`src/rtl/sha_pkg.sv`:
```
// Shared definitions for the SHA digest serializers (SHA-512/256/1 share widths,
// the serializer state type and the nibble-to-ASCII helper).
package sha_pkg;

  localparam int SHA512_DIGEST_W = 512;
  localparam int SHA_ID_W        = 32;
  localparam int SHA_LEN_W       = 61;

  typedef enum logic {
    SER_IDLE,
    SER_SEND
  } ser_state_e;

  // Lowercase hex: 0-9 -> '0'..'9', a-f -> 'a'..'f'
  function automatic logic [7:0] nibble_to_ascii(input logic [3:0] nib);
    if (nib < 4'd10) begin
      return 8'h30 + {4'h0, nib};
    end
    return 8'h57 + {4'h0, nib};
  endfunction

endpackage

```
`src/rtl/sha_digest_buf.sv`:
```
// Two-entry result buffer between the hash core (no backpressure) and the byte
// serializer; results arriving while full are dropped and flagged.
module sha_digest_buf #(
  parameter int W = 8
) (
  input  logic         clk,
  input  logic         rst,
  input  logic         push,
  input  logic         pop,
  input  logic [W-1:0] wdata,
  output logic [W-1:0] rdata,
  output logic [1:0]   count,
  output logic         overflow
);

  logic [W-1:0] mem [2];
  logic         wptr;
  logic         rptr;
  logic         pop_ok;
  logic         accept;
  logic         drop;

  // A pop in the same cycle frees a slot, so a push into a full buffer still fits
  always_comb begin
    pop_ok = pop && (count != 2'd0);
    accept = push && ((count != 2'd2) || pop_ok);
    drop   = push && !accept;
  end

  always_ff @(posedge clk or posedge rst) begin
    if (rst) begin
      wptr     <= 1'b0;
      rptr     <= 1'b0;
      count    <= 2'd0;
      overflow <= 1'b0;
    end else begin
      if (accept) begin
        wptr <= ~wptr;
      end
      if (pop_ok) begin
        rptr <= ~rptr;
      end
      count <= count + {1'b0, accept} - {1'b0, pop_ok};
      if (drop) begin
        overflow <= 1'b1;
      end
    end
  end

  always_ff @(posedge clk) begin
    if (accept) begin
      mem[wptr] <= wdata;
    end
  end

  assign rdata = mem[rptr];

endmodule

```
`src/rtl/sha512_digest_serializer.sv`:
```
// Buffers SHA-512 results and streams each digest as raw bytes or lowercase hex,
// optionally terminated by a line feed, over a valid/ready byte interface.
module sha512_digest_serializer
  import sha_pkg::*;
#(
  parameter bit HEX = 1'b0,
  parameter bit LF  = 1'b0
) (
  input  logic                       clk,
  input  logic                       rst,
  input  logic                       i_valid,
  input  logic [SHA_ID_W-1:0]        i_id,
  input  logic [SHA_LEN_W-1:0]       i_len,
  input  logic [SHA512_DIGEST_W-1:0] i_sha,
  output logic                       o_valid,
  input  logic                       o_ready,
  output logic [7:0]                 o_data,
  output logic                       o_last,
  output logic [SHA_ID_W-1:0]        o_id,
  output logic [SHA_LEN_W-1:0]       o_len,
  output logic                       overflow
);

  localparam int PAYLOAD = HEX ? 128 : 64;
  localparam int N       = PAYLOAD + (LF ? 1 : 0);
  localparam int ENTRY_W = SHA_ID_W + SHA_LEN_W + SHA512_DIGEST_W;

  ser_state_e                 state;
  ser_state_e                 state_next;
  logic [7:0]                 idx;
  logic [7:0]                 idx_next;
  logic [ENTRY_W-1:0]         head;
  logic [1:0]                 count;
  logic [SHA_ID_W-1:0]        head_id;
  logic [SHA_LEN_W-1:0]       head_len;
  logic [SHA512_DIGEST_W-1:0] head_sha;
  logic [SHA_ID_W-1:0]        held_id;
  logic [SHA_LEN_W-1:0]       held_len;
  logic                       sending;
  logic                       last;
  logic                       fire;
  logic                       pop;

  assign {head_id, head_len, head_sha} = head;

  sha_digest_buf #(
    .W(ENTRY_W)
  ) u_buf (
    .clk     (clk),
    .rst     (rst),
    .push    (i_valid),
    .pop     (pop),
    .wdata   ({i_id, i_len, i_sha}),
    .rdata   (head),
    .count   (count),
    .overflow(overflow)
  );

  always_comb begin
    sending = (state == SER_SEND);
    last    = sending && (idx == 8'(N - 1));
    fire    = sending && o_ready;
    pop     = fire && last;
  end

  // Entering SEND on the capture itself gives one cycle of input-to-output latency
  always_comb begin
    state_next = state;
    idx_next   = idx;
    case (state)
      SER_IDLE: begin
        if (i_valid || (count != 2'd0)) begin
          state_next = SER_SEND;
        end
      end
      SER_SEND: begin
        if (fire) begin
          if (last) begin
            idx_next = 8'd0;
            if ((count == 2'd1) && !i_valid) begin
              state_next = SER_IDLE;
            end
          end else begin
            idx_next = idx + 8'd1;
          end
        end
      end
      default: state_next = SER_IDLE;
    endcase
  end

  always_ff @(posedge clk or posedge rst) begin
    if (rst) begin
      state    <= SER_IDLE;
      idx      <= 8'd0;
      held_id  <= '0;
      held_len <= '0;
    end else begin
      state <= state_next;
      idx   <= idx_next;
      if (sending) begin
        held_id  <= head_id;
        held_len <= head_len;
      end
    end
  end

  logic [5:0]                 byte_sel;
  logic [SHA512_DIGEST_W-1:0] shifted;
  logic [7:0]                 sel_byte;
  logic [3:0]                 nib;
  logic [7:0]                 payload_byte;
  logic [7:0]                 byte_out;

  // Two hex characters per digest byte, high nibble first
  always_comb begin
    byte_sel     = HEX ? idx[6:1] : idx[5:0];
    shifted      = head_sha << {byte_sel, 3'b000};
    sel_byte     = shifted[SHA512_DIGEST_W-1 -: 8];
    nib          = idx[0] ? sel_byte[3:0] : sel_byte[7:4];
    payload_byte = HEX ? nibble_to_ascii(nib) : sel_byte;
    byte_out     = (LF && (idx == 8'(PAYLOAD))) ? 8'h0a : payload_byte;
  end

  always_comb begin
    o_valid = sending;
    o_last  = last;
    o_data  = sending ? byte_out : 8'h00;
    o_id    = sending ? head_id : held_id;
    o_len   = sending ? head_len : held_len;
  end

endmodule

```
`config.mk`:
```
export PLATFORM = sky130hd
export DESIGN_NAME = sha512_digest_serializer
export DESIGN_NICKNAME = d
export VERILOG_FILES = /design/src/rtl/sha_pkg.sv /design/src/rtl/sha_digest_buf.sv /design/src/rtl/sha512_digest_serializer.sv
export SDC_FILE = /design/constraint.sdc
export NUM_CORES = 1
export LEC_CHECK = 0
export CORE_ASPECT_RATIO = 0.5
export CORE_UTILIZATION = 49
export CTS_CLUSTER_DIAMETER = 150
export DETAILED_ROUTE_END_ITERATION = 6
export PLACE_DENSITY = 0.76
export SYNTH_ARGS = -nofsm -noshare
export SYNTH_HDL_FRONTEND = slang
export SYNTH_SLANG_ARGS = --single-unit
```
`constraint.sdc`:
```
create_clock -name clk -period 29 [get_ports clk]
set_input_delay 5.8 -clock clk [delete_from_list [all_inputs] [get_ports clk]]
set_output_delay 5.8 -clock clk [all_outputs]
set_load 0.01 [all_outputs]
```
* After elaboration in Yosys (flattened, before gate mapping)
Memory sizes are Yosys's and may differ from the RTL's.
Index checks and enable logic that the tools add are counted.
** Word-level totals
- Register bits :: 107
- Memory bits (writable) :: 1210
- Input bits :: 609
- Output and inout bits :: 104
- Word-level logic and storage cells :: 43
- Memories :: 1
** Cells by class
- Add/sub/neg operators :: 3
- Equality and inequality tests :: 3
- Shifts and indexed selects :: 1
- Muxes and demuxes :: 11
- Bitwise operators :: 3
- Reduce and logical (&&, ||, !) cells :: 13
** Memory list
- u_buf.mem :: depth 2, width 605, read ports 1, clocked after Yosys merged registers in 0, wr ports 1, line sha_digest_buf.sv:16 : logic [W-1:0] mem [2];
** Operator list (count)
- << shifter 512 x 9 -> 512 bit :: 1
- 2-to-1 mux 61 bit :: 1
- 2-to-1 mux 32 bit :: 1
- 2-to-1 mux 8 bit :: 2
- adder 8 x 1 -> 8 bit, second input constant :: 1
- == test 8 x 6 -> 1 bit, second input constant :: 1
- logical AND 1 bit :: 7
- 2-to-1 mux 1 bit :: 6
- NOT 1 bit :: 3
- adder 2 x 1 -> 2 bit :: 1
- == test 2 x 1 -> 1 bit, second input constant :: 1
- logical NOT 1 bit :: 2
- logical OR 1 bit :: 2
- != test 2 bit, second input constant :: 1
- case mux 1 bit (2 select lines) :: 1
- AND reduction 2 bit :: 1
- nonzero test 2 bit :: 1
- subtractor 2 x 1 -> 2 bit :: 1

* Depth between registers and ports, before layout
- Depth after elaboration :: 8
- Gate-level depth with buffers :: 9
- Gate-level depth less buffers :: 6

* Cells and area by module
A second synthesis with hierarchy kept.
** Second synthesis, totals
- Cell total of the unflattened synthesis :: 2486
- Area total of the unflattened synthesis :: 51946.1 um^2
** By module, submodules not included
- sha_digest_buf :: instances 1, cells each 1905, area each 43979.7 um^2, seq. area each 36460.0 um^2
- sha512_digest_serializer :: instances 1, cells each 581, area each 7966.4 um^2, seq. area each 2552.4 um^2

* Least setup slack after synthesis
Ideal clock, no wire load.
- Path type :: input-to-reg
- Start :: input port o_ready
- End :: memory u_buf.mem[0][0] (netlist name) (enable)
- Data arrival time :: 31553 ps
- Path slack :: -4145 ps
- Cell stages on the path :: 4
- Buffers on the path :: 0
- Cell sequence :: nand2_1 nor4_1 o21ai_1 nor2_1
** On the way
- Word-level cells in the longest chain between the ends :: 7
** Ends and longest elaborated chain
- start, declared :: line sha512_digest_serializer.sv:16 : input logic o_ready,
- logical AND 1 bit :: line sha512_digest_serializer.sv:62 : fire = sending && o_ready;
- logical AND 1 bit :: line sha512_digest_serializer.sv:63 : pop = fire && last;
- logical AND 1 bit :: line sha_digest_buf.sv:25 : pop_ok = pop && (count != 2'd0);
- logical OR 1 bit :: line sha_digest_buf.sv:26 : accept = push && ((count != 2'd2) || pop_ok);
- logical AND 1 bit :: line sha_digest_buf.sv:26
- 2-to-1 mux 1 bit :: line sha_digest_buf.sv:51 : if (accept) begin
- 2-to-1 mux 1 bit (implied by the code) :: line sha_digest_buf.sv:52 : mem[wptr] <= wdata;
- end, declared :: line sha_digest_buf.sv:16
No other way between the ends.

* Final worst setup path
- Start :: register idx[0]
- End :: output port o_data[6]
** On the way
- Word-level cells in the longest chain between the ends :: 2
** Ends and longest elaborated chain
- start, declared :: line sha512_digest_serializer.sv:30 : logic [7:0] idx;
- start signal, assigned :: line sha512_digest_serializer.sv:100 : idx <= idx_next;
- << shifter 512 x 9 -> 512 bit :: line sha512_digest_serializer.sv:118 : shifted = head_sha << {byte_sel, 3'b000};
- 2-to-1 mux 8 bit :: line sha512_digest_serializer.sv:128 : o_data = sending ? byte_out : 8'h00;
- end, declared :: line sha512_digest_serializer.sv:17 : output logic [7:0] o_data,
No other way between the ends.

==> run summary <==
Fmax: 84.8 MHz
Max-Cap Viols: 0
Post-route insts no fill: 4705
Clock Tree Root: clkbuf_16
TritonCTS Buffers: 110
Flop pwr share: 51.0%
CP Launch Type: flip-flop
Slowest CP cell: dfrtp_4
CP top delay family: buffers and inverters
Io pins: 713
Nets@finish: 3831
Fraction of layout cells with a size suffix above 1: 12.2%
Port Buffers: 712
Crit-path max FO: 56
Gr ovfl total: 0
Die Y: 228 µm
Synth Area in Simple Gates: 2.22%
First-pass GRT wire length: 177 mm
Max Slew Vio Count: 0
Max stage delay on crit path: 0.89 ns
Tcrit/Tclk final: 40.7%
H-tree levels: 3
Die Area: 103000 µm²
Xor/xnor share of the synthesized area: 0.140%
Clock share of power: 27.9%
Status: finished, final reports clean
Adder-Cell Fraction of Synth Area: 0.0501%
Tightest Hold Check Type: flip-flop to flip-flop
Skew-Pair Late Insertion Delay: 0.72 ns
Clk sinks: 1317
Logic pwr share: 21.1%
Syn Area/Cell: 20.0 µm²
Placer Congestion: 0.850
Row cnt: 82
Largest family of logic cells by synthesized area: multiplexers
PD cells: 85.3 nW/µm²
Worst EP required: 23.20 ns
Cells after Synth: 2498
WS Path Type: flip-flop to output port
Async set-reset flop share out of synthesis: 8.12%
Sw power: 1.50 mW
Final WL: 126 mm
Vias in the first global route: 27481
Critical Path End Type: output port
Most common cell after layout, fill and taps aside: edfxtp_1
Arrival @ worst endpoint: 6.00 ns
Hold violation count in the final report: 0
Buf/Inv on CP: 4
# placed instances: 4452
Max clock buf depth: 3
Cts hold-fix bufs: 0
Wirelength per Cell: 26.8 µm
Syn Nets: 3109
Cell repeated most along the worst path: buf_4
TritonCTS clock tree: yes
Cell breakdown of the critical path: buf_4 > buf_4 > buf_4 > mux4_2 > a22o_1 > o41ai_2 > a22oi_1 > clkdlybuf4s50_1
Post-synth EDFFs: 1210
Register area share after synthesis: 78.2%
Antenna Nets Post-Route: 0
First-iteration detailed-routing DRC count: 2829
Most frequent cells in the layout: edfxtp_1, clkdlybuf4s50_1, mux2i_1, mux4_2, clkbuf_16
Top cell type's share of synthesized area: 72.8%
Drt drc: 0
Mux cell area share after synthesis: 13.5%
Layout area overhead: 24.1%
Post-CTS setup buffers: 0
Reg clk slew, reported paths: 0.07 ns
Prevailing post-synth register cell: edfxtp_1
All-Layer GR Usage: 23.9%
Slew HR: 11.3%
Setup ws final: 17.20 ns
CTS resizes: 0
Clock Skews: 0.0177 ns
Switching share of power: 28.3%
Leading area contributor after synthesis: edfxtp_1
Pre-CTS setup slack: 17.54 ns
Core Footprint: 101000 µm²
Int Power: 3.79 mW
Worst-Margin Slew: 1.33 ns
Via count: 26698
Die W: 453 µm
Compound-Gate Fraction of Synth Area: 4.41%
Initial Util: 49.6%
Final setup fails: 0
Synth Register Bits: 1317
Fin util: 61.6%
DR vias/cell: 5.67
Initial antenna violation count: 52
Mapped Area: 49900 µm²
Static leakage: 20.2 nW
Drt first pass iters: 6
Yosys Warn Count: 0
Post-route minimum period: 11.80 ns
Worst R2R Setup Slack: 22.15 ns
Unrepaired setup endpoints after global routing: false
Maximum VDD drop: 0.0000726 V
Distinct cells, synth: 50
Largest cells by area after synthesis: edfxtp_1, mux4_2, mux2i_1, dfrtp_1, a22o_1
Largest net degree at the start of global routing: 201
DPL Wire Length: 86.1 mm
power by group through the flow:
| stage | clock, mW | combinational (mW) | sequential (mW) |
|---|---|---|---|
| 2_1_floorplan | 0 | 0.643 | 3.14 |
| 3_3_place_gp | 0 | 1.09 | 2.71 |
| 3_5_place_dp | 0 | 1.11 | 2.74 |
| 4_1_cts | 1.49 | 1.12 | 2.70 |
| 5_1_grt | 1.56 | 1.17 | 2.73 |
| 6_report | 1.47 | 1.12 | 2.70 |
cells in the mapped netlist (all sizes together) (2+ instances only):
cell type  number
a21oi         102
o221ai          8
o22a            8
nor2b          16
mux2i         293
nand3           9
mux2           32
xnor2           6
edfxtp       1210
nand2b          8
or3             2
or2             4
ha              2
nor3b           2
buf            89
nand2          20
xor2            2
clkbuf         48
nor2          112
o22ai          56
nor4b           2
a21o            3
and2            4
nor3           53
dfrtp         107
o21ai          16
nand4           3
inv             3
o31ai           9
a211oi          8
a22o           72
o41ai          16
a22oi           8
a32o            8
mux4          152
sequential cells by signal, indices dropped and copies added (netlist names):
signal	count
u_buf.overflow	1
held_id	32
idx	8
held_len	61
u_buf.mem	1210
u_buf.wptr	1
o_valid	1
u_buf.rptr	1
u_buf.count	2
final cells by class:
cell class,instances,area (µm²)
inverter,3,13.8
multi-input combinational,1041,10100
clock buffer,145,3010
timing repair buffer,747,7430
sequential,1317,39000
fill,7083,38600
antenna,44,110
clock inverter,64,543
tap,1344,1680
per-layer routing:
metal  up-vias  global-route usage (%)  part of all wire [%]
met1     13742                    27.0                    35
met4        20                    12.0                   4.3
met2       986                    43.1                    55
met5         -                       0                  0.10
met3       259                    5.11                   6.0
li1      11691                       -                     -
kinds of logic after synthesis:
kind of cell / after synthesis
compound gates: 316
buf+inv: 140
xor+xnor: 8
flops: 1317
simple gates: 238
fa+ha+maj: 2
mux: 477
per-stage QoR:
stage	hold slack (ns)	setup TNS, ns	power [mW]	area, µm²
CTS	0.458	0	5.31	61800
global placement	0.443	0	3.80	58300
detailed placement	0.443	0	3.85	58300
floorplan	0.449	-5015.45	3.78	49900
finish	0.454	0	5.29	62000
global route	0.476	0	5.46	61900
worst reg2reg max path: cells and delay by family, from the launching register on:
family | cells | cell delay, ns
compound gates | 1 | 0.33
buf+inv | 4 | 3.60
flops | 1 | 0.73
simple gates | 3 | 1.74
path summary, 6_finish.rpt:
check	startpoint	to	depth (start not counted)
setup / recovery	idx[0]	o_data[6]	8
hold / removal	u_buf.overflow	u_buf.overflow	1
setup reg to reg	o_valid	u_buf.mem[0][309]	8
hold reg to reg	u_buf.overflow	u_buf.overflow	1
max in group asynchronous	rst	idx[0]	3
min in group asynchronous	rst	held_len[55]	2
(Power assumes the default switching activity.)
